==> config.mk <==
export PLATFORM = sky130hd
export DESIGN_NAME = ram_arbiter
export DESIGN_NICKNAME = d
export VERILOG_FILES = /design/src/rtl/ram_arb_pkg.sv /design/src/rtl/ram_arbiter_rr_arb2.sv /design/src/rtl/ram_arbiter.sv
export SDC_FILE = /design/constraint.sdc
export NUM_CORES = 1
export LEC_CHECK = 0
export BUFFER_PORTS_ARGS = -buffer_cell sky130_fd_sc_hd__clkbuf_2
export CAP_MARGIN = 20
export CORE_ASPECT_RATIO = 0.7
export CORE_MARGIN = 10
export CORE_UTILIZATION = 45
export DETAILED_ROUTE_END_ITERATION = 7
export PLACE_DENSITY = 0.73
export SYNTH_ARGS = -nofsm -noshare
export SYNTH_HDL_FRONTEND = slang
export SYNTH_SLANG_ARGS = --single-unit
==> constraint.sdc <==
create_clock -name clk -period 1.8 [get_ports clk]
set_input_delay 0.36 -clock clk [delete_from_list [all_inputs] [get_ports clk]]
set_output_delay 0.36 -clock clk [all_outputs]
set_load 0.005 [all_outputs]
==> src/rtl/ram_arb_pkg.sv <==
// Shared types and RAM command encodings for the two-port RAM arbiter.
package ram_arb_pkg;

    typedef enum logic [2:0] {
        StIdle,
        StAddr,
        StData,
        StWaitRd,
        StDone
    } state_e;

    localparam logic [1:0] CMD_WADDR = 2'b00;
    localparam logic [1:0] CMD_WDATA = 2'b01;
    localparam logic [1:0] CMD_RADDR = 2'b10;
    localparam logic [1:0] CMD_RDATA = 2'b11;

endpackage

==> src/rtl/ram_arbiter_rr_arb2.sv <==
// Two-way round-robin pick: on contention the port not granted last wins.
module rr_arb2 (
    input  logic [1:0] req,
    input  logic       last,
    output logic       grant
);

    always_comb begin
        if (&req) begin
            grant = ~last;
        end else begin
            grant = req[1];
        end
    end

endmodule

==> src/rtl/ram_arbiter.sv <==
// Two-port arbiter serialising write/read transactions onto a command-strobe RAM.
// Define RAM_ARB_TIMEOUT_EN to bound the read-data wait to TIMEOUT cycles.
module ram_arbiter
    import ram_arb_pkg::*;
#(
    parameter int unsigned ADDR_SIZE = 8,
    parameter int unsigned TIMEOUT   = 8
) (
    input  logic       clk,
    input  logic       rst_n,
    input  logic       p0_req,
    input  logic       p0_we,
    input  logic [7:0] p0_addr,
    input  logic [7:0] p0_wdata,
    output logic       p0_ack,
    output logic       p0_done,
    output logic [7:0] p0_rdata,
    output logic       p0_err,
    input  logic       p1_req,
    input  logic       p1_we,
    input  logic [7:0] p1_addr,
    input  logic [7:0] p1_wdata,
    output logic       p1_ack,
    output logic       p1_done,
    output logic [7:0] p1_rdata,
    output logic       p1_err,
    output logic       ram_rx_valid,
    output logic [9:0] ram_din,
    input  logic       ram_tx_valid,
    input  logic [7:0] ram_dout,
    output logic       busy
);

    state_e     state_q, state_d;
    logic       port_q, port_d;
    logic       last_grant_q, last_grant_d;
    logic       we_q, we_d;
    logic [7:0] wdata_q, wdata_d;
    logic [1:0] ack_q, ack_d;
    logic [1:0] done_q, done_d;
    logic [7:0] rdata0_q, rdata0_d;
    logic [7:0] rdata1_q, rdata1_d;
    logic       rx_valid_q, rx_valid_d;
    logic [9:0] din_q, din_d;
    logic       busy_q, busy_d;

    logic       grant;
    logic       sel_we;
    logic [7:0] sel_addr;
    logic [7:0] sel_wdata;
    logic [7:0] sel_payload;

`ifdef RAM_ARB_TIMEOUT_EN
    localparam int unsigned CntW = $clog2(TIMEOUT + 1);
    logic [CntW-1:0] cnt_q, cnt_d;
    logic [1:0]      err_q, err_d;
`else
    logic unused_cfg;
    assign unused_cfg = ^TIMEOUT;
`endif

    rr_arb2 u_rr_arb2 (
        .req   ({p1_req, p0_req}),
        .last  (last_grant_q),
        .grant (grant)
    );

    always_comb begin
        sel_we      = grant ? p1_we    : p0_we;
        sel_addr    = grant ? p1_addr  : p0_addr;
        sel_wdata   = grant ? p1_wdata : p0_wdata;
        sel_payload = 8'(sel_addr[ADDR_SIZE-1:0]);
    end

    always_comb begin
        state_d      = state_q;
        port_d       = port_q;
        last_grant_d = last_grant_q;
        we_d         = we_q;
        wdata_d      = wdata_q;
        ack_d        = '0;
        done_d       = '0;
        rdata0_d     = rdata0_q;
        rdata1_d     = rdata1_q;
        rx_valid_d   = 1'b0;
        din_d        = '0;
`ifdef RAM_ARB_TIMEOUT_EN
        cnt_d        = cnt_q;
        err_d        = '0;
`endif
        unique case (state_q)
            StIdle: begin
                if (p0_req || p1_req) begin
                    // Address is captured straight into the registered command word.
                    state_d       = StAddr;
                    port_d        = grant;
                    last_grant_d  = grant;
                    we_d          = sel_we;
                    wdata_d       = sel_wdata;
                    ack_d[grant]  = 1'b1;
                    rx_valid_d    = 1'b1;
                    din_d         = {(sel_we ? CMD_WADDR : CMD_RADDR), sel_payload};
                end
            end
            StAddr: begin
                state_d    = StData;
                rx_valid_d = 1'b1;
                din_d      = we_q ? {CMD_WDATA, wdata_q} : {CMD_RDATA, 8'h00};
            end
            StData: begin
                if (we_q) begin
                    state_d        = StDone;
                    done_d[port_q] = 1'b1;
                end else begin
                    state_d = StWaitRd;
                end
`ifdef RAM_ARB_TIMEOUT_EN
                cnt_d = '0;
`endif
            end
            StWaitRd: begin
                // Data arriving on the final counted cycle still beats the timeout.
                if (ram_tx_valid) begin
                    state_d        = StDone;
                    done_d[port_q] = 1'b1;
                    if (port_q) rdata1_d = ram_dout;
                    else        rdata0_d = ram_dout;
`ifdef RAM_ARB_TIMEOUT_EN
                    cnt_d = '0;
                end else if (cnt_q == CntW'(TIMEOUT - 1)) begin
                    state_d        = StDone;
                    done_d[port_q] = 1'b1;
                    err_d[port_q]  = 1'b1;
                    if (port_q) rdata1_d = 8'h00;
                    else        rdata0_d = 8'h00;
                    cnt_d = '0;
                end else begin
                    cnt_d = cnt_q + CntW'(1);
`endif
                end
            end
            StDone: begin
                state_d = StIdle;
            end
            default: begin
                state_d = StIdle;
            end
        endcase
        busy_d = (state_d != StIdle);
    end

    always_ff @(posedge clk or negedge rst_n) begin
        if (!rst_n) begin
            state_q      <= StIdle;
            port_q       <= 1'b0;
            last_grant_q <= 1'b1;
            we_q         <= 1'b0;
            wdata_q      <= '0;
            ack_q        <= '0;
            done_q       <= '0;
            rdata0_q     <= '0;
            rdata1_q     <= '0;
            rx_valid_q   <= 1'b0;
            din_q        <= '0;
            busy_q       <= 1'b0;
`ifdef RAM_ARB_TIMEOUT_EN
            cnt_q        <= '0;
            err_q        <= '0;
`endif
        end else begin
            state_q      <= state_d;
            port_q       <= port_d;
            last_grant_q <= last_grant_d;
            we_q         <= we_d;
            wdata_q      <= wdata_d;
            ack_q        <= ack_d;
            done_q       <= done_d;
            rdata0_q     <= rdata0_d;
            rdata1_q     <= rdata1_d;
            rx_valid_q   <= rx_valid_d;
            din_q        <= din_d;
            busy_q       <= busy_d;
`ifdef RAM_ARB_TIMEOUT_EN
            cnt_q        <= cnt_d;
            err_q        <= err_d;
`endif
        end
    end

    assign p0_ack       = ack_q[0];
    assign p1_ack       = ack_q[1];
    assign p0_done      = done_q[0];
    assign p1_done      = done_q[1];
    assign p0_rdata     = rdata0_q;
    assign p1_rdata     = rdata1_q;
    assign ram_rx_valid = rx_valid_q;
    assign ram_din      = din_q;
    assign busy         = busy_q;
`ifdef RAM_ARB_TIMEOUT_EN
    assign p0_err       = err_q[0];
    assign p1_err       = err_q[1];
`else
    assign p0_err       = 1'b0;
    assign p1_err       = 1'b0;
`endif

endmodule

==> Word-level counts from Yosys, hierarchy flattened <==
Index checks and enable logic that the tools add are counted.
{ "op_classes": {"magnitude_cmp": 4, "eq_ne": 3, "n_mux": 23, "n_bitwise": 2, "n_reduce_logical": 9} }
{ "ops": {"columns": ["cell", "count"], "rows": [
  ["$mux 10", 2],
  ["$pmux 10 s2", 1],
  ["$mux 8", 2],
  ["$pmux 3 s4", 1],
  ["$mux 2", 5],
  ["$mux 3", 3],
  ["$eq 3x2->1 const B", 2],
  ["$reduce_and 3->1", 2],
  ["$mux 1", 5],
  ["$lt 1x2->1 const B", 2],
  ["$pmux 2 s2", 1],
  ["$reduce_and 2->1", 2],
  ["$eq 3x1->1 const B", 1],
  ["$logic_not 3->1", 1],
  ["$reduce_bool 3->1", 1],
  ["$demux 1 s1", 2],
  ["$ge 1x1->1 const B", 2],
  ["$logic_and 1x1->1", 2],
  ["$not 1->1", 2],
  ["$pmux 1 s2", 1],
  ["$logic_or 1x1->1", 1]
]} }
{ "totals": {"ff_bits": 46, "output_inout_bits": 34, "elab_cells": 53} }

==> Depth between registers and ports, before layout <==
{ "logic_depth": {"word_depth": 8, "ltp_mapped": 5} }

==> By module <==
A second synthesis with hierarchy kept.
{ "hier_totals": {"hier_cells": 143, "area_unflattened_um2": 1960.6} }
{ "by_module_without_submodules": {"columns": ["mod", "instances", "cells_per_inst", "area_per_inst_um2", "seq_area_each_um2"], "rows": [
  ["ram_arbiter", 1, 142, 1949.4, 1152.4],
  ["rr_arb2", 1, 1, 11.3, 0.0]
]} }

==> Worst setup path before layout <==
Ideal clock, no wire load.
{ "synth_timing": {"path_type": "reg2reg", "startpoint": "register state_q[2]", "endpoint": "register rdata1_q[0] (netlist: p1_rdata[0])", "arrival_ns": 1.270, "required_ns": 1.675, "path_slack_ns": 0.404, "path_stages_with_launch": 5, "path_buffers": 1, "period_less_slack_ns": 1.396, "path_cell_list": "dfrtp_1 nand4b_1 or2_1 buf_6 mux2_4"} }
{ "synth_between": {"elab_chain_len": 2} }
{ "synth_lines": {"columns": ["element", "line_no", "text"], "rows": [
  ["start, declared", "ram_arbiter.sv:34", "state_e state_q, state_d;"],
  ["start signal, assigned", "ram_arbiter.sv:154", "state_q <= StIdle;"],
  ["start signal, assigned", "ram_arbiter.sv:171", "state_q <= state_d;"],
  ["$eq 3x2->1", "ram_arbiter.sv:91", "unique case (state_q)"],
  ["$reduce_and 3->1 (no source line)", null, null],
  ["end signal, assigned", "ram_arbiter.sv:179", "rdata1_q <= rdata1_d;"],
  ["end, declared", "ram_arbiter.sv:42", "logic [7:0] rdata1_q, rdata1_d;"]
]} }
Every way passes these cells.
A chain may end at the register's enable or synchronous reset.

==> Worst setup path after layout <==
Same ends and word-level chain as after synthesis.

==> metrics list <==
- In the final routed layout, each cell accounts on average for 17.4 um.
- Setup repair after global routing missed its margin: false
* Number of enable-type register cells in the synthesized netlist: 0
- The detail route stage leaves a number of antenna-violating nets equal to 0.
- Of the total power, the share spent switching nets is 33.9%.
- Setup Skew: 0.00868 ns
* Crit path cell chain: nand4b_1 > or2_1 > mux2_4
- Counting flops with an async set or reset pin after synthesis yields a share of 100%.
* Top-level I/O count: 81
- Count of mapped cells out of synthesis: 150
- After synthesis, the share of cell area in mux cells is 11.4%.
- Final Util: 61.2%
- In this run the power spent charging and discharging nets is 1310 uW.
* Fraction of final layout cells with drive strength greater than 1: 48.7%
* Clock buffer depth: 2
- Die width: 98.6 um
* Fraction of the mapped netlist area in adder cells: 0%
- Setup violations remaining at the end of the flow were counted as 0.
* IR drop worst, VDD: 0.741 mV
* Crit path time final: 1.59 ns
* Die Span Y: 75.0 um
* Design area: 2470 um2
* Most used flip-flop cell after synthesis: sky130_fd_sc_hd__dfrtp_1
* Xor and xnor fraction of the mapped netlist area: 0%
- Slowest stage delay, CP: 0.45 ns
- Drt pass-1 iters: 4
* Clock transition at the registers of the reported paths: 0.08 ns
- Post-CTS repair timing setup buffer count: 0
- DR vias: 1461
- Total area of sequential cells: 1150 um2
* Power Density: 1570 nW/um2
- The worst setup path is captured at a register.
- CP Launch Type: register
- DRC errors left: 0
- Worst Path Max Fanout: 8
- Leak: 0.00128 uW
* Share of synthesized cell area in and, or, nand and nor gates: 6.49%
* Port Buf Inserts: 78
* Top post-synthesis cells by area: sky130_fd_sc_hd__dfrtp_1, sky130_fd_sc_hd__mux2_4, sky130_fd_sc_hd__mux2_2, sky130_fd_sc_hd__o32ai_1, sky130_fd_sc_hd__a2bb2oi_1
* Latest clock arrival within the worst-skew pair: 0.30 ns
- Final Hold Slack: 0.0298 ns
* Max Freq: 629 MHz
* Family of cells with the greatest summed delay on the critical path: simple AND/OR/NAND/NOR gates
* Max Slew Vio Count: 0
- Per report_power, the combinational group accounts for 38.4% of the total.
* Relative contribution of sequential cells to total power: 45.7%
* Global-route total usage across every layer: 13.2%
- Before CTS, the worst setup slack after placement is 0.228 ns.
- The number of clock buffers added by TritonCTS is 5.
- Post-synthesis instance area: 1950 um2
- The clock network accounts for 15.9% of the total power.
- The flow ran to the end, and the final reports show no timing, DRC or antenna violations.
- Share of synthesized area occupied by flip-flops and latches: 59.2%
- H-tree depth reported by CTS: 2
- For this block, the routed nets add up to 4900 um of wire.
- Cell-internal power: 2560 uW
* Number of warning messages in the yosys log: 0
- The floorplan step defined a die boundary enclosing 7400 um2.
- The filler cells instantiated in the layout total 352.
- Detailed-placement wirelength estimate: 3880 um
- Area post-placement: 2390 um2
* RePlAce Congestion: 0.800
- Total Negative Setup Slacks: 0 ns
* Max-cap viol count: 0
- Post-Synthesis Mean Instance Area: 13.0 um2
- Setup slack on the critical path of the routed design comes to 0.210 ns.
* Largest area contributor in the netlist: sky130_fd_sc_hd__dfrtp_1
- Type of the most critical hold path: primary input to asynchronous set/reset pin
- For this run, the post-layout net count is 276.
- Measured against its own limit, the worst slew margin works out to 55.6%.
- Average via count per standard cell: 5.18
- The initial utilization of the core area, before any placement, comes to 48.2%.
- Critical path buffers and inverters: 0
- Clock tree from TritonCTS: done
- The number of hold violations in the final report came to 0.
- Vias in the first global route: 1588
- After the first detailed-routing iteration, the DRC count stood at 96.
- Global-route wire length before repair: 7890 um
- Placeable Area: 4040 um2
- Summing the areas of all compound-gate instances in the mapped netlist gives 17.3% of the synthesized area.
- For this design, the sink count on the clock tree is 46.
- Slowest-stage cell, CP: sky130_fd_sc_hd__dfrtp_1
- Data on the critical path is required at its endpoint by 1.99 ns.
- Pin count of the biggest net entering global routing: 47
* Area of the multi-input gates: 692 um2
* Total overflow reported by the global router: 0
- Relative to the synthesized area, the layout overhead comes to 27.1%.
- Number of stages on the worst setup path: 3
- Post-CTS repair changed the size of 0 cells.
- Synth top area share: 57.8%
- The synthesized netlist contains 36 unique library cells.
- Post-CTS Hold Buffers: 0
- Counting cells, the worst reg-to-reg path comes to 3.
- Transition time at the pin with the least slew margin: 0.665 ns
* Final Cycle Share: 88.4%
* Final antenna diode count: 0
- Site Rows: 19
- Number of antenna violations at the first check in global routing: 0
- Root buffer cell: sky130_fd_sc_hd__clkbuf_8
- After synthesis, the largest family of logic cells by area is compound AO/OA/AOI/OAI gates.
- Counting flops and latches in the post-synthesis netlist gives 46.
- Path type of the worst setup path: register to register
- Data arrival, critical path: 1.78 ns
cell type report:
cell class | count | area share, %
Clock buffer | 6 | 2.93
Timing Repair Buffer | 82 | 17.5
Inverter | 12 | 1.82
Multi-Input combinational cell | 82 | 28.0
Tap cell | 52 | 2.63
Clock inverter | 2 | 0.556
Sequential cell | 46 | 46.6
cell usage in the layout, fill, tap and decap left out, drive strengths merged:
master,instances
mux2,17
buf,4
or2,2
or2b,1
a21bo,1
a21boi,1
dfrtp,45
o21a,1
a22oi,1
nor2,3
o32ai,9
a2bb2oi,8
inv,11
nor3b,2
clkbuf,84
a21oi,1
nand3b,1
conb,2
clkinv,3
a21o,1
dfstp,1
nand2,2
and4bb,1
and2,3
a32oi,8
nor3,1
o21ai,11
nand4b,1
nor2b,2
a22o,2
kinds of logic after synthesis:
kind of cell / after synthesis
and+or+nand+nor: 19
other: 1
AOI/OAI and AO/OA: 44
DFF: 46
muxes: 17
buffers and inverters: 23
power by group through the flow:
stage	sequential, uW	combinational [uW]	clock [uW]
CTS	1770	1510	639
finish	1770	1490	616
detailed placement	1780	1520	0
global route	1830	1650	675
global placement	1760	1480	0
floorplan	1740	909	0
Yosys cell counts (3+ instances only):
library cell / instances
sky130_fd_sc_hd__mux2_4: 8
sky130_fd_sc_hd__mux2_2: 9
sky130_fd_sc_hd__o21ai_0: 11
sky130_fd_sc_hd__inv_1: 11
sky130_fd_sc_hd__o32ai_1: 9
sky130_fd_sc_hd__a2bb2oi_1: 8
sky130_fd_sc_hd__dfrtp_1: 45
sky130_fd_sc_hd__buf_2: 3
sky130_fd_sc_hd__and2_1: 3
sky130_fd_sc_hd__clkbuf_1: 4
sky130_fd_sc_hd__a32oi_1: 8
through the flow:
stage,total power (uW),instances
after floorplan,2650,151
after global placement,3240,274
after detailed placement,3300,274
after CTS,3920,282
after global routing,4150,282
final,3870,282
flip-flops by register name, summed over array words and instances, names as in the netlist:
signal,cells
port_q,1
ram_rx_valid,1
last_grant_q,1
busy,1
we_q,1
ack_q,2
p0_rdata,8
ram_din,10
done_q,2
p1_rdata,8
state_q,3
wdata_q,8
routing by layer:
metal | vias to the layer above | GRT usage, % | part of all wire [%]
li1 | 707 | - | -
met1 | 696 | 16.4 | 44
met2 | 56 | 20.0 | 45
met3 | 2 | 6.58 | 10
met4 | 0 | 3.80 | 0.51
met5 | - | 0 | 0
path summary, 6_finish.rpt:
check / startpoint / slack, ns / to
worst min register to register: p0_rdata[2] / 0.51 / p0_rdata[2]
worst max register to register: state_q[2] / 0.21 / p1_rdata[0]
max in group asynchronous: rst_n / 1.48 / last_grant_q
worst max-delay path: state_q[2] / 0.21 / p1_rdata[0]
min in group clk: p0_addr[6] / 0.28 / ram_din[6]
worst min-delay path: rst_n / 0.03 / we_q
No activity file was read; power rests on OpenSTA's default activity.
